`config.mk`:
```
export PLATFORM = sky130hd
export DESIGN_NAME = axi_rw_master
export DESIGN_NICKNAME = d
export VERILOG_FILES = /design/src/rtl/axi_rw_master_pkg.sv /design/src/rtl/axi_rw_master_strb_gen.sv /design/src/rtl/axi_rw_master.sv
export SDC_FILE = /design/constraint.sdc
export NUM_CORES = 1
export LEC_CHECK = 0
export ABC_CLOCK_PERIOD_IN_PS = 2150
export BUFFER_PORTS_ARGS = -buffer_cell sky130_fd_sc_hd__buf_2
export CAP_MARGIN = 20
export CORE_AREA = 2 2 188 190
export CTS_CLUSTER_SIZE = 30
export DETAILED_ROUTE_END_ITERATION = 12
export DIE_AREA = 0 0 190 192
export PLACE_DENSITY_LB_ADDON = 0.05
export SLEW_MARGIN = 20
export SYNTH_ARGS = -nofsm -noshare
export SYNTH_HDL_FRONTEND = slang
export SYNTH_SLANG_ARGS = --single-unit
```
`constraint.sdc`:
```
create_clock -name clk -period 2.15 [get_ports clk]
set_clock_uncertainty 0.2 [all_clocks]
set_input_delay 0.215 -clock clk [delete_from_list [all_inputs] [get_ports clk]]
set_output_delay 0.215 -clock clk [all_outputs]
set_load 0.005 [all_outputs]
```
`src/rtl/axi_rw_master_pkg.sv`:
```
// Shared AXI constants and FSM state encodings for the request-to-AXI4 master.
package axi_rw_master_pkg;

   localparam int unsigned DATA_W = 64;
   localparam int unsigned STRB_W = DATA_W / 8;
   localparam int unsigned OFF_W  = 3;

   localparam logic [1:0] BURST_INCR  = 2'b01;

   localparam logic [1:0] RESP_OKAY   = 2'b00;
   localparam logic [1:0] RESP_EXOKAY = 2'b01;
   localparam logic [1:0] RESP_SLVERR = 2'b10;
   localparam logic [1:0] RESP_DECERR = 2'b11;

   localparam logic [2:0] SIZE_1B = 3'd0;
   localparam logic [2:0] SIZE_2B = 3'd1;
   localparam logic [2:0] SIZE_4B = 3'd2;
   localparam logic [2:0] SIZE_8B = 3'd3;

   typedef enum logic [1:0] {R_IDLE, R_ADDR, R_DATA, R_DONE} r_state_t;
   typedef enum logic [1:0] {W_IDLE, W_XFER, W_RESP, W_DONE} w_state_t;

   // Anything other than OKAY (EXOKAY included) is reported to the requester as an error.
   function automatic logic resp_is_err(input logic [1:0] resp);
      return resp != RESP_OKAY;
   endfunction

endpackage

```
`src/rtl/axi_rw_master_strb_gen.sv`:
```
// Size + byte offset -> write strobe, and LSB-aligned data shifted into its byte lanes.
module axi_rw_master_strb_gen
   import axi_rw_master_pkg::*;
(
   input  logic [2:0]        size,
   input  logic [OFF_W-1:0]  offset,
   input  logic [DATA_W-1:0] data,
   output logic [STRB_W-1:0] strb_c,
   output logic [DATA_W-1:0] data_c
);

   logic [STRB_W-1:0] mask;

   // Byte mask for the access size, shifted to the offset; bytes past lane 7 are dropped.
   always_comb begin
      mask = '1;
      case (size)
         SIZE_1B: mask = 8'h01;
         SIZE_2B: mask = 8'h03;
         SIZE_4B: mask = 8'h0F;
         default: mask = 8'hFF;
      endcase
      strb_c = STRB_W'(mask << offset);
      data_c = data << {offset, 3'b000};
   end

endmodule

```
`src/rtl/axi_rw_master.sv`:
```
// Arbiter request/done interface to AXI4 master; independent read and write FSMs.
module axi_rw_master
   import axi_rw_master_pkg::*;
#(
   parameter int unsigned AXI_DATA_WIDTH = DATA_W,
   parameter int unsigned AXI_ADDR_WIDTH = 32,
   parameter int unsigned AXI_ID_WIDTH   = 4,
   parameter int unsigned AXI_STRB_WIDTH = AXI_DATA_WIDTH / 8
) (
   input  logic                      clk,
   input  logic                      rst,
   // read request
   input  logic                      r_valid_i,
   input  logic [AXI_ADDR_WIDTH-1:0] r_addr_i,
   input  logic [7:0]                r_size_i,
   input  logic [7:0]                r_len_i,
   output logic                      r_ready_o,
   output logic [AXI_DATA_WIDTH-1:0] data_read_o,
   output logic                      r_err_o,
   // write request
   input  logic                      w_valid_i,
   input  logic [AXI_ADDR_WIDTH-1:0] w_addr_i,
   input  logic [AXI_DATA_WIDTH-1:0] rw_w_data_i,
   input  logic [7:0]                w_size_i,
   input  logic [7:0]                w_len_i,
   output logic                      w_ready_o,
   output logic                      w_err_o,
   // AR
   output logic                      axi_arvalid,
   output logic [AXI_ADDR_WIDTH-1:0] axi_araddr,
   output logic [AXI_ID_WIDTH-1:0]   axi_arid,
   output logic [7:0]                axi_arlen,
   output logic [2:0]                axi_arsize,
   output logic [1:0]                axi_arburst,
   input  logic                      axi_arready,
   // R
   output logic                      axi_rready,
   input  logic                      axi_rvalid,
   input  logic [AXI_DATA_WIDTH-1:0] axi_rdata,
   input  logic [1:0]                axi_rresp,
   input  logic                      axi_rlast,
   input  logic [AXI_ID_WIDTH-1:0]   axi_rid,
   // AW
   output logic                      axi_awvalid,
   output logic [AXI_ADDR_WIDTH-1:0] axi_awaddr,
   output logic [AXI_ID_WIDTH-1:0]   axi_awid,
   output logic [7:0]                axi_awlen,
   output logic [2:0]                axi_awsize,
   output logic [1:0]                axi_awburst,
   input  logic                      axi_awready,
   // W
   output logic                      axi_wvalid,
   output logic [AXI_DATA_WIDTH-1:0] axi_wdata,
   output logic [AXI_STRB_WIDTH-1:0] axi_wstrb,
   output logic                      axi_wlast,
   input  logic                      axi_wready,
   // B
   output logic                      axi_bready,
   input  logic                      axi_bvalid,
   input  logic [1:0]                axi_bresp,
   input  logic [AXI_ID_WIDTH-1:0]   axi_bid
);

   r_state_t r_state, r_state_n;
   w_state_t w_state, w_state_n;

   logic r_hs, r_err_q, r_err_n;
   logic aw_hs, w_hs, awvalid_n, wvalid_n;
   logic [AXI_STRB_WIDTH-1:0] strb_c;
   logic [AXI_DATA_WIDTH-1:0] wdata_c;
   logic unused_inputs;

   // IDs, upper size bits and the write length carry no information for this master.
   assign unused_inputs = ^{axi_rid, axi_bid, r_size_i[7:3], w_size_i[7:3], w_len_i};

   assign axi_arid    = '0;
   assign axi_awid    = '0;
   assign axi_arburst = BURST_INCR;
   assign axi_awburst = BURST_INCR;
   assign axi_awlen   = 8'd0;
   assign axi_wlast   = 1'b1;

   // Write alignment from the raw request; results are captured when the request latches.
   axi_rw_master_strb_gen u_strb_gen (
      .size   (w_size_i[2:0]),
      .offset (w_addr_i[2:0]),
      .data   (rw_w_data_i),
      .strb_c (strb_c),
      .data_c (wdata_c)
   );

   // Read next state and running error accumulation.
   always_comb begin
      r_state_n = r_state;
      r_err_n   = r_err_q;
      r_hs      = axi_rvalid && axi_rready;
      case (r_state)
         R_IDLE: if (r_valid_i) begin
            r_state_n = R_ADDR;
            r_err_n   = 1'b0;
         end
         R_ADDR: if (axi_arvalid && axi_arready) r_state_n = R_DATA;
         R_DATA: if (r_hs) begin
            r_err_n = r_err_q | resp_is_err(axi_rresp);
            if (axi_rlast) r_state_n = R_DONE;
         end
         R_DONE:  r_state_n = R_IDLE;
         default: r_state_n = R_IDLE;
      endcase
   end

   // Read state, registered channel controls, request latch and beat capture.
   always_ff @(posedge clk) begin
      if (rst) begin
         r_state     <= R_IDLE;
         r_err_q     <= 1'b0;
         axi_arvalid <= 1'b0;
         axi_rready  <= 1'b0;
         r_ready_o   <= 1'b0;
         r_err_o     <= 1'b0;
         data_read_o <= '0;
         axi_araddr  <= '0;
         axi_arlen   <= '0;
         axi_arsize  <= '0;
      end else begin
         r_state     <= r_state_n;
         r_err_q     <= r_err_n;
         axi_arvalid <= (r_state_n == R_ADDR);
         axi_rready  <= (r_state_n == R_DATA);
         r_ready_o   <= (r_state_n == R_DONE);
         r_err_o     <= (r_state_n == R_DONE) && r_err_n;
         if (r_state == R_IDLE && r_valid_i) begin
            axi_araddr <= r_addr_i;
            axi_arlen  <= r_len_i;
            axi_arsize <= r_size_i[2:0];
         end
         if (r_hs) data_read_o <= axi_rdata >> {axi_araddr[2:0], 3'b000};
      end
   end

   // Write next state; AW and W valids retire independently.
   always_comb begin
      w_state_n = w_state;
      awvalid_n = axi_awvalid;
      wvalid_n  = axi_wvalid;
      aw_hs     = axi_awvalid && axi_awready;
      w_hs      = axi_wvalid && axi_wready;
      case (w_state)
         W_IDLE: if (w_valid_i) begin
            w_state_n = W_XFER;
            awvalid_n = 1'b1;
            wvalid_n  = 1'b1;
         end
         W_XFER: begin
            if (aw_hs) awvalid_n = 1'b0;
            if (w_hs)  wvalid_n  = 1'b0;
            if (!awvalid_n && !wvalid_n) w_state_n = W_RESP;
         end
         W_RESP:  if (axi_bvalid && axi_bready) w_state_n = W_DONE;
         W_DONE:  w_state_n = W_IDLE;
         default: w_state_n = W_IDLE;
      endcase
   end

   // Write state, registered channel controls and aligned payload latch.
   always_ff @(posedge clk) begin
      if (rst) begin
         w_state     <= W_IDLE;
         axi_awvalid <= 1'b0;
         axi_wvalid  <= 1'b0;
         axi_bready  <= 1'b0;
         w_ready_o   <= 1'b0;
         w_err_o     <= 1'b0;
         axi_awaddr  <= '0;
         axi_awsize  <= '0;
         axi_wdata   <= '0;
         axi_wstrb   <= '0;
      end else begin
         w_state     <= w_state_n;
         axi_awvalid <= awvalid_n;
         axi_wvalid  <= wvalid_n;
         axi_bready  <= (w_state_n == W_RESP);
         w_ready_o   <= (w_state_n == W_DONE);
         w_err_o     <= (w_state == W_RESP) && (w_state_n == W_DONE) && resp_is_err(axi_bresp);
         if (w_state == W_IDLE && w_valid_i) begin
            axi_awaddr <= w_addr_i;
            axi_awsize <= w_size_i[2:0];
            axi_wdata  <= wdata_c;
            axi_wstrb  <= strb_c;
         end
      end
   end

endmodule
```
Word level (Yosys, flattened, before mapping)
Index checks and enable logic that the tools add are counted.
{"block": "word_totals", "register_bits": 228, "latch_bits": 0, "ramBits": 0, "mem_bits_ro": 0, "input_bits": 246, "wordCells": 78, "memories": 0}
{"block": "classes", "add_sub_neg": 0, "mul": 0, "n_div": 0, "n_lt_le_gt_ge": 0, "eq_ne": 14, "shift": 3, "muxes": 20, "bitwise": 1, "reduce_logical": 20}
{"operator": "$shl A64 B6 Y64", "count": 1}
{"operator": "$shr A64 B6 Y64", "count": 1}
{"operator": "$pmux W8 S3", "count": 1}
{"operator": "$eq A2 B2 Y1 const B", "count": 8}
{"operator": "$pmux W2 S4", "count": 2}
{"operator": "$mux W2", "count": 7}
{"operator": "$logic_and A1 B1 Y1", "count": 11}
{"operator": "$shl A8 B3 Y8", "count": 1}
{"operator": "$mux W1", "count": 7}
{"operator": "$eq A2 B1 Y1 const B", "count": 3}
{"operator": "$pmux W1 S2", "count": 3}
{"operator": "$reduce_bool A2 Y1", "count": 3}
{"operator": "$logic_not A2 Y1", "count": 2}
{"operator": "$eq A3 B1 Y1 const B", "count": 1}
{"operator": "$eq A3 B2 Y1 const B", "count": 1}
{"operator": "$logic_not A3 Y1", "count": 1}
{"operator": "$logic_not A1 Y1", "count": 2}
{"operator": "$ne A2 B2 Y1 const B", "count": 1}
{"operator": "$reduce_and A2 Y1", "count": 1}
{"operator": "$or A1 B1 Y1", "count": 1}

Longest topological paths before layout
{"block": "depth", "word_depth": 10, "depth_mapped": 7, "mapped_depth_nobuf": 4}

By module
From an unflattened synthesis, not the netlist that was laid out.
{"block": "hier_totals", "cells_unflattened": 1368, "hier_area_um2": 11461.0}
{"module": "axi_rw_master", "n_inst": 1, "cells_per_inst": 1106, "area_each_um2": 9346.5}
{"module": "axi_rw_master_strb_gen", "n_inst": 1, "cells_per_inst": 262, "area_each_um2": 2114.5}

Worst setup path after synthesis
Ideal clock, no wire load.
{"block": "synth_path", "kind": "reg2reg", "startpoint": "reg axi_araddr[1]", "endpoint": "reg data_read_o[27]", "setup_time_ps": 128, "arrival_time_ps": 1421, "slack_ps": 402, "path_stages_with_launch": 8, "path_buffers": 3, "synth_period_minus_slack_ps": 1748, "path_cell_list": "dfxtp_1 -> buf_4 -> buf_6 -> buf_6 -> mux2i_1 -> mux2i_1 -> a222oi_1 -> nor2_1"}
{"block": "synth_via", "elab_chain_cells": 1}
{"element": "from (decl)", "line_no": "axi_rw_master.sv:30", "rtl": "output logic [AXI_ADDR_WIDTH-1:0] axi_araddr,"}
{"element": "from (signal assigned)", "line_no": "axi_rw_master.sv:133", "rtl": "axi_araddr <= r_addr_i;"}
{"element": "$shr A64 B6 Y64", "line_no": "axi_rw_master.sv:137", "rtl": "if (r_hs) data_read_o <= axi_rdata >> {axi_araddr[2:0], 3'b000};"}
{"element": "to (signal assigned)", "line_no": "axi_rw_master.sv:137"}
{"element": "to (decl)", "line_no": "axi_rw_master.sv:18", "rtl": "output logic [AXI_DATA_WIDTH-1:0] data_read_o,"}
No other way between the ends.
A chain may end at the register's enable or synchronous reset.

Worst setup path in the final report
{"block": "layout_path", "startpoint": "reg axi_araddr[0]", "endpoint": "reg data_read_o[22]"}
Same word-level chain as after synthesis.

==> flow_metrics.env <==
export IMPL_antenna_found_initial=2
export IMPL_syn_inst=1246
export IMPL_fin_util=0.478
export IMPL_fillers=3381
export IMPL_crit_slowest_cell="dfxtp_4"
export IMPL_port_buffers=442
export IMPL_hold_path_class="input pin to register"
export IMPL_yosysWarnings=0
export IMPL_grt_usage=0.227
export IMPL_slew_headroom=0.471
export IMPL_grt_pass1_vias=11278
export IMPL_dr_total_vias=11612
export IMPL_hpwl_mm=32.5
export IMPL_end_kind="register"
export IMPL_cp_arrival_ns=2.24
export IMPL_multi_input_area_um2=5700
export IMPL_cts_buffers=29
export IMPL_critical_path_class="register to register"
export IMPL_required_ns=2.38
export IMPL_start_util=0.317
export IMPL_clkTransAtPathRegs_ns=0.06
export IMPL_die_height_um=192
export IMPL_avgSynthCellArea_um2=8.73
export IMPL_netlist_area_leader_share=0.420
export IMPL_grt_pass1_wl_mm=65.1
export IMPL_synth_ff_type="dfxtp_1"
export IMPL_core_area_um2=34300
export IMPL_crit_chain="buf_4 > nand2_1 > dlygate4sd3_1 > nand3_1 > a21oi_1"
export IMPL_cp_start_kind="register"
export IMPL_fin_crit_sh=0.939
export IMPL_drt_initial_drc_count=624
export IMPL_synth_top_area_cell="dfxtp_1"
export IMPL_rsz0062_at_grt="no"
export IMPL_finalSetupTns_ns=0
export IMPL_htreeDepth=1
export IMPL_area_growth_pct=50.7
export IMPL_hold_violations=0
export IMPL_place_gp_congestion=0.871
export IMPL_tightest_slew_ns=0.789
export IMPL_ioPinCount=490
export IMPL_max_stage_delay_ns=0.58
export IMPL_ctsResizeCount=0
export IMPL_synth_top_cells_by_count="dfxtp_1 (228), nand2_1 (189), mux2i_1 (142)"
export IMPL_synth_most_common_cell="dfxtp_1"
export IMPL_cts_tree="done"
export IMPL_grt_max_degree=54
export IMPL_setup_viol=0
export IMPL_syn_area_um2=10900
export IMPL_rows=68
export IMPL_first_pass_iters=8
export IMPL_path_max_fanout=24
export IMPL_period_needed_ns=2.02
export IMPL_clock_latency_ns=0.56
export IMPL_p_leak_nw=7.41
export IMPL_seqCellArea_um2=4570
export IMPL_synth_edff_count=0
export IMPL_synth_cell_types=45
export IMPL_maxCapViolCount=0
export IMPL_p_per_area_nw_per_um2=719
export IMPL_drv_slew=0
export IMPL_path_buf_inv=2
export IMPL_status="complete, no violations"
export IMPL_die_w_um=190
export IMPL_yosysSeqAreaShare=0.420
export IMPL_cts_root_buf="clkbuf_16"
export IMPL_ir_drop_mv=0.603
export IMPL_clk_path_buf_depth=3
export IMPL_nNetsFinal=2094
export IMPL_drt_vias_per_instance=4.99
export IMPL_async_flop_share=0
export IMPL_max_freq_mhz=496
export IMPL_ys_seq_elements=228
export IMPL_drt_antenna_violating_nets=0
export IMPL_totalWireLength_mm=44.4
export IMPL_synth_area_top_cells="dfxtp_1 (42%), mux2i_1 (13%), nand2_1 (6.5%)"
export IMPL_wl_per_cell_um=19.1
export IMPL_crit_family="buffers and inverters"
export IMPL_gr_total_overflow=0
export IMPL_drive_gt1_frac=0.327
export IMPL_drc=0
export IMPL_dieArea_um2=36500
export IMPL_cts_num_sinks=228
stage by stage:
stage | cells | total power [mW] | area, um2 | hold WS [ns] | setup slack, ns
after global placement | 2110 | 6.68 | 13800 | 0.215 | 0.143
after CTS | 2319 | 11.9 | 16300 | 0.000733 | 0.0822
after detailed placement | 2110 | 6.69 | 13800 | 0.222 | 0.128
after floorplan | 1265 | 5.77 | 10900 | 0.125 | 0.402
after global routing | 2326 | 12.3 | 16400 | 0.0213 | 0.00375
final | 2327 | 11.8 | 16400 | 0.0294 | 0.132
metal layers:
| layer | GRT usage | part of all wire | vias up |
|---|---|---|---|
| met5 | 0 | 0 | - |
| met4 | 0.0680 | 0.027 | 0 |
| met3 | 0.0534 | 0.082 | 72 |
| met2 | 0.404 | 0.49 | 450 |
| met1 | 0.272 | 0.40 | 5461 |
| li1 | - | - | 5629 |
worst paths after layout:
kind | depth (start not counted) | startpoint | end | slack (ns)
setup / recovery | 5 | axi_araddr[0]$_SDFFE_PP0P_ | data_read_o[22]$_SDFFE_PP0N_ | 0.13
setup reg to reg | 5 | axi_araddr[0]$_SDFFE_PP0P_ | data_read_o[22]$_SDFFE_PP0N_ | 0.13
hold reg to reg | 2 | axi_wdata[10]$_SDFFE_PP0P_ | axi_wdata[10]$_SDFFE_PP0P_ | 0.24
hold / removal | 4 | rw_w_data_i[10] | axi_wdata[42]$_SDFFE_PP0P_ | 0.03
report_power, final:
group	internal, mW	leakage, nW	switching (mW)	total, mW
combinational	1.06	5.07	1.19	2.25
sequential	4.45	1.86	0.144	4.59
clock	3.00	0.482	1.94	4.93
timing repair:
action                                  in CTS  in global routing
endpoints found under the hold margin      176                  0
endpoints found under the setup margin       0                  2
buffers inserted                             0                  5
hold buffers                               156                  0
layout make-up:
type | count | area share
diodes | 2 | 0.000305
clock buffers | 45 | 0.0528
clock inverters | 8 | 0.00642
inverters | 5 | 0.00115
multi-input cells | 905 | 0.348
flip-flops and latches | 228 | 0.279
well taps | 455 | 0.0347
repair buffers | 679 | 0.277
logic make-up (layout without fill, tap and decap cells):
group | after synthesis | count (layout) | share of synthesized area
DFF | 228 | 228 | 0.420
buffers and inverters | 133 | 737 | 0.0642
other | 2 | 23 | 0.000691
and+or+nand+nor | 431 | 432 | 0.173
AOI/OAI and AO/OA | 281 | 281 | 0.168
muxes | 171 | 171 | 0.174
worst min-delay path: cells and delay by family:
family | cells | cell delay, ns
AND/OR/NAND/NOR | 1 | 0.15
buffers and inverters | 1 | 0.13
multiplexers | 1 | 0.17
AO/OA/AOI/OAI | 1 | 0.07
sequential cells by signal, indices dropped and copies added, names as in the netlist, 3 cells and up:
signal / flops
axi_arlen: 8
data_read_o: 64
axi_wstrb: 8
axi_awaddr: 32
axi_wdata: 64
axi_araddr: 32
axi_arsize: 3
axi_awsize: 3
cell usage in the layout, fill, tap and decap left out, drive strengths merged, types with 5 or more instances in the layout:
master       netlist  routed
nand2b            16      16
a21oi            116     116
a311oi             6       6
inv                4       5
nor2b              8       8
mux2i            142     142
nand2            189     189
nor2             132     132
mux2              16      16
nand3b            13      13
a22oi             68      68
nand4              8       8
o22ai             16      16
o211ai             6       6
dfxtp            228     228
dlygate4sd3        0     156
clkinv             1       6
mux4              13      13
o21ai             21      21
nor3              50      50
conb               2      21
buf               73     523
and2               5       5
a221oi            20      20
nand3              6       6
a222oi            14      14
clkbuf            55      45
(Power assumes the default switching activity.)
